[src/rtl/pipe_ctrl_pkg.sv]
// Shared types and constants for the MIPS pipeline sequencing controller.
package pipe_ctrl_pkg;

   localparam int DEF_REG_W          = 5;
   localparam int DEF_MEM_TIMEOUT    = 255;
   localparam int DEF_LOAD_STALL_CYC = 1;

   localparam logic [4:0] REG_ZERO = 5'd0;

   // Encoding 3 is unused; the controller folds it onto ST_RUN.
   typedef enum logic [1:0] {
      ST_RUN        = 2'd0,
      ST_LOAD_STALL = 2'd1,
      ST_MEM_WAIT   = 2'd2
   } state_e;

   // One cycle's worth of pipeline-buffer control.
   // buf_en[0] is IF/ID, buf_en[3] is MEM/WB.
   typedef struct packed {
      logic       pc_en;
      logic [3:0] buf_en;
      logic       buf1_flush;
      logic       buf2_flush;
   } ctrl_t;

   localparam ctrl_t CTRL_RESET  = '{pc_en: 1'b0, buf_en: 4'b0000, buf1_flush: 1'b1, buf2_flush: 1'b1};
   localparam ctrl_t CTRL_FREEZE = '{pc_en: 1'b0, buf_en: 4'b0000, buf1_flush: 1'b0, buf2_flush: 1'b0};
   localparam ctrl_t CTRL_RUN    = '{pc_en: 1'b1, buf_en: 4'b1111, buf1_flush: 1'b0, buf2_flush: 1'b0};
   localparam ctrl_t CTRL_BRANCH = '{pc_en: 1'b1, buf_en: 4'b1111, buf1_flush: 1'b1, buf2_flush: 1'b1};
   // Hold PC and IF/ID, push a NOP into ID/EX, let the back end drain.
   localparam ctrl_t CTRL_BUBBLE = '{pc_en: 1'b0, buf_en: 4'b1110, buf1_flush: 1'b0, buf2_flush: 1'b1};

endpackage

[src/rtl/hazard_detect.sv]
// Load-use comparator: the load in EX writes a register the ID instruction reads.
// Kept standalone so a forwarding unit can share it.
module hazard_detect
   import pipe_ctrl_pkg::*;
#(
   parameter int REG_W = DEF_REG_W
) (
   input  logic [REG_W-1:0] id_rs,
   input  logic [REG_W-1:0] id_rt,
   input  logic [REG_W-1:0] ex_rt,
   input  logic             ex_memread,
   output logic             load_use
);

   // $zero is never a real dependency
   assign load_use = ex_memread & (ex_rt != REG_W'(REG_ZERO)) &
                     ((ex_rt == id_rs) | (ex_rt == id_rt));

endmodule

[src/rtl/pipeline_hazard_ctrl.sv]
// Sequencing controller for PC and the IF/ID, ID/EX, EX/MEM, MEM/WB buffers:
// load-use bubbles, taken-branch flush, data-memory freeze with timeout.
// Optional performance counters are built when PIPE_PERF_CNT_EN is defined;
// otherwise the counter ports read as zero.
module pipeline_hazard_ctrl
   import pipe_ctrl_pkg::*;
#(
   parameter int LOAD_STALL_CYC = DEF_LOAD_STALL_CYC,
   parameter int MEM_TIMEOUT    = DEF_MEM_TIMEOUT,
   parameter int REG_W          = DEF_REG_W
) (
   input  logic             clk,
   input  logic             rst,
   input  logic [REG_W-1:0] id_rs,
   input  logic [REG_W-1:0] id_rt,
   input  logic             ex_memread,
   input  logic [REG_W-1:0] ex_rt,
   input  logic             ex_branch_taken,
   input  logic             mem_access,
   input  logic             mem_ready,
   output logic             pc_en,
   output logic             buf1_en,
   output logic             buf2_en,
   output logic             buf3_en,
   output logic             buf4_en,
   output logic             buf1_flush,
   output logic             buf2_flush,
   output logic             mem_err,
   output logic [1:0]       state_o,
   output logic [31:0]      stall_cycles,
   output logic [31:0]      flush_count,
   output logic [31:0]      wait_cycles
);

   localparam logic [2:0] STALL_LAST = 3'(LOAD_STALL_CYC - 1);
   localparam logic [7:0] WAIT_LIMIT = 8'(MEM_TIMEOUT);

   state_e     state_q, state_d, st;
   logic [2:0] stall_cnt_q, stall_cnt_d;
   logic [7:0] wait_cnt_q, wait_cnt_d;
   logic       mem_err_q, mem_err_d;
   logic       load_use, mem_stall, do_run, do_stall;
   ctrl_t      ctrl;

   hazard_detect #(.REG_W(REG_W)) u_hazard (
      .id_rs      (id_rs),
      .id_rt      (id_rt),
      .ex_rt      (ex_rt),
      .ex_memread (ex_memread),
      .load_use   (load_use)
   );

   assign mem_stall = mem_access & ~mem_ready;

   // Decode the state register, folding the unused encoding onto RUN
   always_comb begin
      case (state_q)
         ST_LOAD_STALL, ST_MEM_WAIT: st = state_q;
         default:                    st = ST_RUN;
      endcase
   end

   // Next state, counters and buffer controls; a nonzero stall_cnt in
   // MEM_WAIT marks a load stall that was suspended by the freeze
   always_comb begin
      state_d     = st;
      stall_cnt_d = stall_cnt_q;
      wait_cnt_d  = wait_cnt_q;
      mem_err_d   = mem_err_q;
      ctrl        = CTRL_FREEZE;
      do_run      = 1'b0;
      do_stall    = 1'b0;

      case (st)
         ST_MEM_WAIT: begin
            if (!mem_ready) begin
               if (wait_cnt_q != 8'hFF) wait_cnt_d = wait_cnt_q + 8'd1;
               if (wait_cnt_q == WAIT_LIMIT) mem_err_d = 1'b1;
            end else begin
               // EX/ID were held, so the exit cycle re-runs the normal rules
               wait_cnt_d = 8'd0;
               if (stall_cnt_q != 3'd0) do_stall = 1'b1;
               else                     do_run   = 1'b1;
            end
         end
         ST_LOAD_STALL: begin
            if (mem_stall) begin
               state_d    = ST_MEM_WAIT;
               wait_cnt_d = 8'd1;
            end else begin
               do_stall = 1'b1;
            end
         end
         default: begin
            if (mem_stall) begin
               state_d    = ST_MEM_WAIT;
               wait_cnt_d = 8'd1;
            end else begin
               do_run = 1'b1;
            end
         end
      endcase

      if (do_stall) begin
         if (ex_branch_taken) begin
            // Wrong-path load/consumer pair: flush and abandon the stall
            ctrl        = CTRL_BRANCH;
            state_d     = ST_RUN;
            stall_cnt_d = 3'd0;
         end else begin
            ctrl = CTRL_BUBBLE;
            if (stall_cnt_q == STALL_LAST) begin
               state_d     = ST_RUN;
               stall_cnt_d = 3'd0;
            end else begin
               state_d     = ST_LOAD_STALL;
               stall_cnt_d = stall_cnt_q + 3'd1;
            end
         end
      end

      if (do_run) begin
         state_d = ST_RUN;
         if (ex_branch_taken) begin
            ctrl = CTRL_BRANCH;
         end else if (load_use) begin
            ctrl = CTRL_BUBBLE;
            if (LOAD_STALL_CYC > 1) begin
               state_d     = ST_LOAD_STALL;
               stall_cnt_d = 3'd1;
            end
         end else begin
            ctrl = CTRL_RUN;
         end
      end

      // Buffers have no reset of their own: flush them while rst is held
      if (rst) ctrl = CTRL_RESET;
   end

   // State and counter registers
   always_ff @(posedge clk) begin
      if (rst) begin
         state_q     <= ST_RUN;
         stall_cnt_q <= 3'd0;
         wait_cnt_q  <= 8'd0;
         mem_err_q   <= 1'b0;
      end else begin
         state_q     <= state_d;
         stall_cnt_q <= stall_cnt_d;
         wait_cnt_q  <= wait_cnt_d;
         mem_err_q   <= mem_err_d;
      end
   end

   assign pc_en      = ctrl.pc_en;
   assign buf1_en    = ctrl.buf_en[0];
   assign buf2_en    = ctrl.buf_en[1];
   assign buf3_en    = ctrl.buf_en[2];
   assign buf4_en    = ctrl.buf_en[3];
   assign buf1_flush = ctrl.buf1_flush;
   assign buf2_flush = ctrl.buf2_flush;
   assign mem_err    = mem_err_q & ~rst;
   assign state_o    = state_q;

`ifdef PIPE_PERF_CNT_EN
   logic [31:0] stall_cycles_q, stall_cycles_d;
   logic [31:0] flush_count_q,  flush_count_d;
   logic [31:0] wait_cycles_q,  wait_cycles_d;

   // Saturating event counters derived from the issued controls
   always_comb begin
      stall_cycles_d = stall_cycles_q;
      flush_count_d  = flush_count_q;
      wait_cycles_d  = wait_cycles_q;
      if (!ctrl.pc_en && (st != ST_MEM_WAIT) && (stall_cycles_q != '1))
         stall_cycles_d = stall_cycles_q + 32'd1;
      if (ctrl.pc_en && ctrl.buf1_flush && (flush_count_q != '1))
         flush_count_d = flush_count_q + 32'd1;
      if ((st == ST_MEM_WAIT) && (wait_cycles_q != '1))
         wait_cycles_d = wait_cycles_q + 32'd1;
   end

   // Counter registers
   always_ff @(posedge clk) begin
      if (rst) begin
         stall_cycles_q <= 32'd0;
         flush_count_q  <= 32'd0;
         wait_cycles_q  <= 32'd0;
      end else begin
         stall_cycles_q <= stall_cycles_d;
         flush_count_q  <= flush_count_d;
         wait_cycles_q  <= wait_cycles_d;
      end
   end

   assign stall_cycles = stall_cycles_q;
   assign flush_count  = flush_count_q;
   assign wait_cycles  = wait_cycles_q;
`else
   assign stall_cycles = 32'd0;
   assign flush_count  = 32'd0;
   assign wait_cycles  = 32'd0;
`endif

endmodule

[config.mk]
export PLATFORM = sky130hd
export DESIGN_NAME = pipeline_hazard_ctrl
export DESIGN_NICKNAME = d
export VERILOG_FILES = /design/src/rtl/pipe_ctrl_pkg.sv /design/src/rtl/hazard_detect.sv /design/src/rtl/pipeline_hazard_ctrl.sv
export SDC_FILE = /design/constraint.sdc
export NUM_CORES = 1
export LEC_CHECK = 0
export BUFFER_PORTS_ARGS = -buffer_cell sky130_fd_sc_hd__buf_2
export CAP_MARGIN = 40
export CORE_MARGIN = 2
export CORE_UTILIZATION = 40
export DETAILED_ROUTE_END_ITERATION = 10
export PLACE_DENSITY = 0.78
export SYNTH_ARGS = -nofsm -noshare
export SYNTH_HDL_FRONTEND = slang
export SYNTH_HIERARCHICAL = 1
export SYNTH_SLANG_ARGS = --single-unit
[constraint.sdc]
create_clock -name clk -period 3.1 [get_ports clk]
set_clock_uncertainty 0.05 [all_clocks]
set_input_delay 0.31 -clock clk [delete_from_list [all_inputs] [get_ports clk]]
set_output_delay 0.31 -clock clk [all_outputs]
set_load 0.05 [all_outputs]
==> flow_summary.json, run 1 <==
{
  "setup.worst_path.start": "state_o[0]",
  "cts_sinks": 14,
  "diodes": 0,
  "numCtsBuffers": 3,
  "drc": 0,
  "post_cts_resized": 0,
  "post_route_cells_drive_above_1_share_pct": 18.3,
  "synthArstFlopShare_pct": 0,
  "post_cts_buffers": 0,
  "tritoncts": "yes",
  "fp.dieW_um": 71.2,
  "status": "finished clean",
  "cp-end-kind": "output pin",
  "core_area_um2": 4350,
  "arrival_ns": 2.18,
  "yosysTopAreaCellShare_pct": 41.2,
  "grt_overflow": 0,
  "post-route-util_pct": 38.3,
  "period_share_pct": 82.0,
  "setup_viol_count_final": 0,
  "r2r_cells": 5,
  "area_growth_syn_to_layout_pct": -7.55,
  "grt_setup_unrepaired": "false",
  "cp_max_fo": 11,
  "ys_top_cells_by_area": "buf_4 (41%), dfxtp_1 (16%), ha_1 (4.2%), xor2_1 (2.9%), a21oi_1 (2.2%)",
  "layout_min_cycle_time_ns": 2.54,
  "antenna_found_initial": 0,
  "cp-endpoint": "pc_en",
  "grt_max_degree": 22,
  "grt_pass1_wl_um": 4420,
  "dr.pass1.iters": 4,
  "ant_nets": 0,
  "holdCritPathClass": "in2reg",
  "criticalPathCategory": "reg2out",
  "p_leak_uw": 0.000853,
  "yosysMostFrequentCell": "buf_4",
  "die_y_um": 71.2,
  "wl_per_cell_um": 9.29,
  "rows": 24,
  "via_count": 1281,
  "insertion_delay_ns": 0.26,
  "dp_hpwl_um": 2320,
  "holdBufCountCts": 0,
  "maxSlewViolCount": 0,
  "seq_area_frac_synth_pct": 15.5,
  "start_util_pct": 41.5,
  "regToRegSetupSlack_ns": 1.16,
  "gp_congestion": 0.870,
  "rr_endpoint": "stall_cnt_q[2]",
  "layout.nets": 280,
  "synth_area_leader_cell": "buf_4",
  "drt-total-wl_um": 2820,
  "portBuffers": 30,
  "critPathLaunchType": "flop",
  "die_area_um2": 5070,
  "timing.rr.start": "state_o[1]",
  "syn_area_um2": 1810,
  "synthCells": 227,
  "yosys_register_bits": 14,
  "finalHoldViolations": 0,
  "worstPathRequired_ns": 2.74,
  "avgSynthCellArea_um2": 7.95,
  "initialDrtViolationCount": 16,
  "holdPathStages": 3,
  "clk_path_buf_depth": 2,
  "htreeDepth": 1,
  "io_pins": 127,
  "path_clk_slew_ns": 0.06,
  "ys.flop_type": "dfxtp_1",
  "synth_edf_count": 0,
  "yosysUniqueCellTypes": 47,
  "drv_cap": 0,
  "grt_pass1_vias": 1050,
  "synth_common_cells": "buf_4 (99), dfxtp_1 (14), a21oi_1 (8), nor2_1 (8)",
  "grtUsageTotal_pct": 10.7,
  "root_buffer": "clkbuf_8",
  "powerDensity_nw_per_um2": 429,
  "fmax_mhz": 393,
  "setup_tns_ns": 0,
  "vias_per_cell": 4.21,
  "vdd_ir_drop_max_v": 0.000180,
  "yosysWarnings": 6
}
worst max-delay path, cell delays in order (launching register included):
cell	delay, ns
dfxtp_1	0.37
inv_1	0.06
ha_1	0.44
nor2b_1	0.21
o22ai_1	0.14
or2_2	0.30
a21oi_2	0.13
buf_2	0.27
routing by layer:
layer,GRT usage [%],routed length (µm),vias to the layer above
met5,0,0,-
met4,6.29,56,0
met3,1.28,278,4
met2,19.8,1440,83
met1,11.7,1050,568
li1,-,-,626
flip-flops by register name, indices dropped and copies added, names as in the netlist:
signal / count
stall_cnt_q: 3
wait_cnt_q: 8
state_o: 2
mem_err_q: 1
how the worst min path moves through the flow:
stage / end / from
finish: stall_cnt_q[1] / ex_branch_taken
floorplan: mem_err_q / mem_err_q
CTS: stall_cnt_q[0] / ex_branch_taken
detailed placement: mem_err_q / mem_err_q
global route: state_o[0] / ex_branch_taken
global placement: mem_err_q / mem_err_q
cell type report:
type	instances	area [µm²]
Fill cell	469	2690
Multi-Input combinational cell	196	1090
Sequential cell	14	280
Timing Repair Buffer	30	150
Tap cell	52	65.1
Clock buffer	4	55.1
Inverter	8	32.5
where the power goes:
group / internal (µW) / switching, µW
Sequential: 181 / 1.36
Combinational: 32.2 / 314
Clock: 113 / 74.6
Total: 326 / 390
stage by stage:
stage          power [µW]  cell area [µm²]  instances  hold slack, ns  setup slack (ns)
2_1_floorplan         601             2170        322           0.379             0.168
3_3_place_gp          528             1610        300           0.399             0.885
3_5_place_dp          531             1610        300           0.407             0.839
4_1_cts               716             1670        304           0.382             0.558
5_1_grt               740             1670        304           0.409             0.391
6_report              716             1670        304           0.383             0.557
placed cells by master (no fill, tap or decap), drive strengths merged:
master / count
o22ai: 2
a31oi: 3
a21boi: 1
nor3b: 3
a311o: 1
nand3: 5
xnor2: 4
or2: 2
conb: 96
and4: 1
a32o: 1
and2b: 1
a211oi: 4
a21o: 1
nand4: 1
and3b: 1
a21oi: 8
a211o: 3
nor2b: 4
and4b: 1
dfxtp: 14
or4b: 1
or4: 4
nand2b: 5
nor2: 8
and2: 1
ha: 6
clkbuf: 4
a41oi: 2
buf: 30
o21ai: 5
inv: 8
o31ai: 5
nor3: 2
xor2: 6
nand2: 6
o211ai: 1
o311a: 1
kinds of logic (layout without fill, tap and decap cells):
kind of cell | Yosys count | count (layout) | share of synthesized area [%]
adder cells (fa/ha/maj) | 6 | 6 | 4.16
AO/OA/AOI/OAI | 38 | 38 | 15.5
buffers and inverters | 112 | 42 | 44.4
other | 1 | 96 | 0.208
AND/OR/NAND/NOR | 46 | 46 | 15.4
XOR/XNOR | 10 | 10 | 4.85
flip-flops | 14 | 14 | 15.5
(Power assumes the default switching activity.)
==> run 2: changes to the inputs <==
- CORE_UTILIZATION: 40 -> 38
- clock period: 3.1 -> 2.1 ns (I/O delays scaled with it)
==> run 2 against run 1 <==
Worst hold slack got worse by 0.11 ns. Clock power increased by 43%. Total power up 49%. Largest power group unchanged. Critical path depth is the same.
==> flow_summary.json, run 2 (same netlist as run 1, synthesis figures left out) <==
{
  "die_y_um": 72.9,
  "numCtsBuffers": 3,
  "setup_viol_count_final": 0,
  "min_from": "ex_branch_taken",
  "fillCellCount": 478,
  "die_area_um2": 5320,
  "fmax_mhz": 492,
  "gp_congestion": 0.806,
  "rr_endpoint": "stall_cnt_q[0]",
  "rows": 25,
  "portBuffers": 30,
  "clk_path_buf_depth": 2,
  "path_clk_slew_ns": 0.06,
  "insertion_delay_ns": 0.24,
  "pre_cts_ws_ns": 0.0909,
  "seqCellArea_um2": 288,
  "wl_per_cell_um": 9.50,
  "holdBufCountCts": 0,
  "top_register": "wait_cnt_q",
  "io_pins": 127,
  "crit_slowest_cell": "dfxtp_4",
  "grtUsageTotal_pct": 11.0,
  "regToRegSetupSlack_ns": 0.17,
  "grt_setup_unrepaired": "false",
  "cts_sinks": 14,
  "dr.pass1.iters": 4,
  "cp-end-kind": "output pin",
  "layout_common_cells": "conb_1 (96), buf_2 (27), dfxtp_1 (12)",
  "ant_nets": 0,
  "cp_cell_sequence": "inv_2, ha_4, nor2b_4, o22ai_2, or2_4, a21oi_4, buf_6",
  "fp.dieW_um": 72.9,
  "period_share_pct": 96.9,
  "initialDrtViolationCount": 32,
  "start_util_pct": 38.7,
  "layout_commonest_cell": "conb_1",
  "hold_end": "stall_cnt_q[2]",
  "p_leak_uw": 0.000885,
  "root_buffer": "clkbuf_8",
  "holdCritPathClass": "in2reg",
  "grt_overflow": 0,
  "vdd_ir_drop_max_v": 0.000247,
  "fin_area_um2": 1760,
  "grt_use_met3_pct": 1.66,
  "maxSlewViolCount": 0,
  "drv_cap": 0,
  "grt_pass1_wl_um": 4610,
  "met1_usage_pct": 13.2,
  "tritoncts": "yes",
  "use_met2_pct": 18.9,
  "vias_per_cell": 4.25,
  "drt-total-wl_um": 2920,
  "criticalPathCategory": "reg2out",
  "grt_pass1_vias": 1056,
  "place_area_um2": 1670,
  "max_stage_delay_ns": 0.36,
  "arrival_ns": 1.77,
  "powerDensity_nw_per_um2": 606,
  "setup.worst_path.start": "state_o[0]",
  "layout_min_cycle_time_ns": 2.03,
  "htreeDepth": 1,
  "cp_max_fo": 7,
  "holdPathStages": 3,
  "core_area_um2": 4660,
  "busiest_layer": "met2",
  "r2r_cells": 6,
  "via_count": 1304,
  "fin_ws_ns": 0.0660,
  "antenna_found_initial": 0,
  "largest_reg_flops": 8,
  "critPathLaunchType": "flop",
  "area_growth_syn_to_layout_pct": -2.70,
  "dp_hpwl_um": 2330,
  "drc": 0,
  "finalHoldViolations": 0,
  "multi_input_area_um2": 1140,
  "grt_max_degree": 22,
  "status": "finished clean",
  "timing.rr.start": "stall_cnt_q[0]",
  "timing.hold.ws_ns": 0.277,
  "worstPathRequired_ns": 1.84,
  "diodes": 0,
  "layout.nets": 281,
  "post_route_cells_drive_above_1_share_pct": 22.5
}
[run 2: changes by cell type in the layout (fill, tap and decap cells not counted), sizes merged]
cell    before  now
clkbuf       4    5
[run 2: layout make-up]
type / count / share of cell area (%)
Clock buffer: 4 / 3.13
Inverter: 8 / 1.85
Multi-Input combinational cell: 196 / 65.0
Sequential cell: 14 / 16.4
Tap cell: 54 / 3.85
Timing Repair Buffer: 31 / 9.83
[run 2: critical path: cells and delay by family, from the launching register on]
family          cells  cell delay [ns]
flops               1             0.36
fa+ha+maj           1             0.30
buf+inv             2             0.23
compound gates      2             0.24
simple gates        2             0.40
[run 2: worst max-delay path by stage]
stage                     cells past startpoint  slack, ns      end
after floorplan                               7       0.03    pc_en
after global placement                        7       0.13  buf1_en
after detailed placement                      7       0.09    pc_en
after CTS                                     7      -0.02    pc_en
after global routing                          7       0.01    pc_en
final                                         7       0.07    pc_en
[run 2: layer usage]
metal	share of wire (%)	wire length [µm]
met5	0	0
met1	38	1110
met2	51	1480
met3	9.9	290
met4	0.96	28
[run 2: repair_timing]
action / 4_1_cts / 5_1_grt
pin swaps: 0 / 2
endpoints found under the setup margin: 2 / 4
buffers inserted: 0 / 1
gates resized for setup: 2 / 6
[run 2: report_power, final]
group	switching [µW]	total [µW]	internal [µW]
sequential	2.15	267	265
combinational	469	528	58.9
clock	102	268	166
total	574	1060	490
[run 2: through the flow]
step	TNS (ns)	instances	utilization, %	total power, µW
6_report	0	307	37.7	1060
5_1_grt	0	307	37.7	1100
4_1_cts	-0.0350	306	37.1	1060
3_5_place_dp	0	302	35.8	792
3_3_place_gp	0	302	35.8	789
2_1_floorplan	0	322	-	896
==> run 3: changes to the inputs <==
--- a/constraint.sdc
+++ b/constraint.sdc
@@ -3,3 +3,3 @@
 set_input_delay 0.21 -clock clk [delete_from_list [all_inputs] [get_ports clk]]
 set_output_delay 0.21 -clock clk [all_outputs]
-set_load 0.05 [all_outputs]
+set_load 0.1 [all_outputs]
==> run 3 against run 2 <==
Via count up 1.0%. Core utilization up 2.2 points. Flip-flop and latch count unchanged. Clock power about the same. Critical path type unchanged. Critical endpoint is now buf1_en. Largest power group unchanged. Highest routed layer unchanged.
==> flow_summary.json, run 3 (same netlist as run 1, synthesis figures left out) <==
{
  "fillCellCount": 480,
  "critPathLaunchType": "flop",
  "setup_tns_ns": 0,
  "drt-total-wl_um": 2900,
  "place_inst": 302,
  "seqCellArea_um2": 288,
  "finalHoldViolations": 0,
  "powerDensity_nw_per_um2": 813,
  "core_area_um2": 4660,
  "top_register": "wait_cnt_q",
  "vdd_ir_drop_max_v": 0.000335,
  "path_clk_slew_ns": 0.06,
  "cp-end-kind": "output pin",
  "grt_overflow": 0,
  "layout_common_cells": "conb_1 (96), buf_2 (23), dfxtp_1 (12)",
  "start_util_pct": 38.7,
  "holdCritPathClass": "in2reg",
  "fmax_mhz": 482,
  "portBuffers": 30,
  "arrival_ns": 1.81,
  "layout.nets": 283,
  "initialDrtViolationCount": 46,
  "rows": 25,
  "diodes": 0,
  "fin_cells": 309,
  "grt_pass1_wl_um": 4370,
  "clk_path_buf_depth": 2,
  "wl_per_cell_um": 9.39,
  "dp_hpwl_um": 2310,
  "setup_viol_count_final": 0,
  "cp_max_fo": 4,
  "worstPathRequired_ns": 1.84,
  "multi_input_area_um2": 1150,
  "io_pins": 127,
  "criticalPathCategory": "reg2out",
  "drv_cap": 0,
  "post_route_cells_drive_above_1_share_pct": 24.3,
  "insertion_delay_ns": 0.25,
  "die_area_um2": 5320,
  "area_growth_syn_to_layout_pct": 2.91,
  "ant_nets": 0,
  "htreeDepth": 1,
  "cts_sinks": 14,
  "layout_min_cycle_time_ns": 2.07,
  "holdBufCountCts": 0,
  "post-route-util_pct": 39.9,
  "p_leak_uw": 0.000918,
  "via_count": 1317,
  "numCtsBuffers": 3,
  "grt_max_degree": 22,
  "tritoncts": "yes",
  "antenna_found_initial": 0,
  "dr.pass1.iters": 4,
  "largest_reg_flops": 8,
  "grt_setup_unrepaired": "true",
  "grt_pass1_vias": 1016,
  "fp.dieW_um": 72.9,
  "layout_commonest_cell": "conb_1",
  "drc": 0,
  "gp_congestion": 0.820,
  "grtUsageTotal_pct": 10.3,
  "vias_per_cell": 4.26,
  "die_y_um": 72.9,
  "root_buffer": "clkbuf_8",
  "status": "finished clean",
  "period_share_pct": 98.8,
  "maxSlewViolCount": 0
}
==> run 3: area by class of cell <==
class                           instances  share of cell area (%)
Multi-Input combinational cell        196                    61.9
Timing Repair Buffer                   33                    14.3
Inverter                                8                    1.75
Clock buffer                            4                    2.96
Tap cell                               54                    3.64
Sequential cell                        14                    15.5
==> run 3: through the flow <==
step	power, µW	hold WS, ns	setup WS (ns)	cell area [µm²]
after detailed placement	1240	0.408	0.0771	1770
after global placement	1230	0.406	0.127	1770
after global routing	1550	0.295	-0.0210	1860
final	1510	0.276	0.0257	1860
after CTS	1510	0.270	0.0178	1840
after floorplan	1320	0.344	-0.368	2280
==> run 3: per-layer routing <==
metal | vias up | track usage, % | share of wire, %
met4 | 0 | 5.56 | 1.9
met5 | - | 0 | 0
met1 | 609 | 11.6 | 39
met3 | 5 | 0.829 | 7.5
met2 | 71 | 18.9 | 51
li1 | 632 | - | -
==> run 3: critical path: stages (launching register included) <==
cell and delay (ns):
dfxtp_4 0.36, inv_2 0.04, ha_4 0.27, nor2b_4 0.15
o22ai_4 0.09, or2_4 0.25, a21oi_4 0.20, buf_12 0.20
==> run 3: path summary, 6_finish.rpt <==
kind	start	endpoint	slack, ns	cells past startpoint
max reg2reg	wait_cnt_q[0]	wait_cnt_q[5]	0.22	5
min reg2reg	mem_err_q	mem_err_q	0.43	2
max	state_o[0]	buf1_en	0.03	7
min	ex_branch_taken	stall_cnt_q[1]	0.28	3
==> run 3: power breakdown <==
group | total (µW) | switching, µW | leakage (µW) | internal, µW
Clock | 271 | 104 | 0.0000288 | 166
Combinational | 971 | 887 | 0.000775 | 84.3
Sequential | 268 | 2.34 | 0.000115 | 265
Total | 1510 | 993 | 0.000918 | 516
==> run 3: timing repair <==
item	in CTS	in global routing
pin swaps	2	1
hold endpoints to repair	0	0
buffers inserted	2	1
resized for setup	1	4
endpoints found under the setup margin	3	4
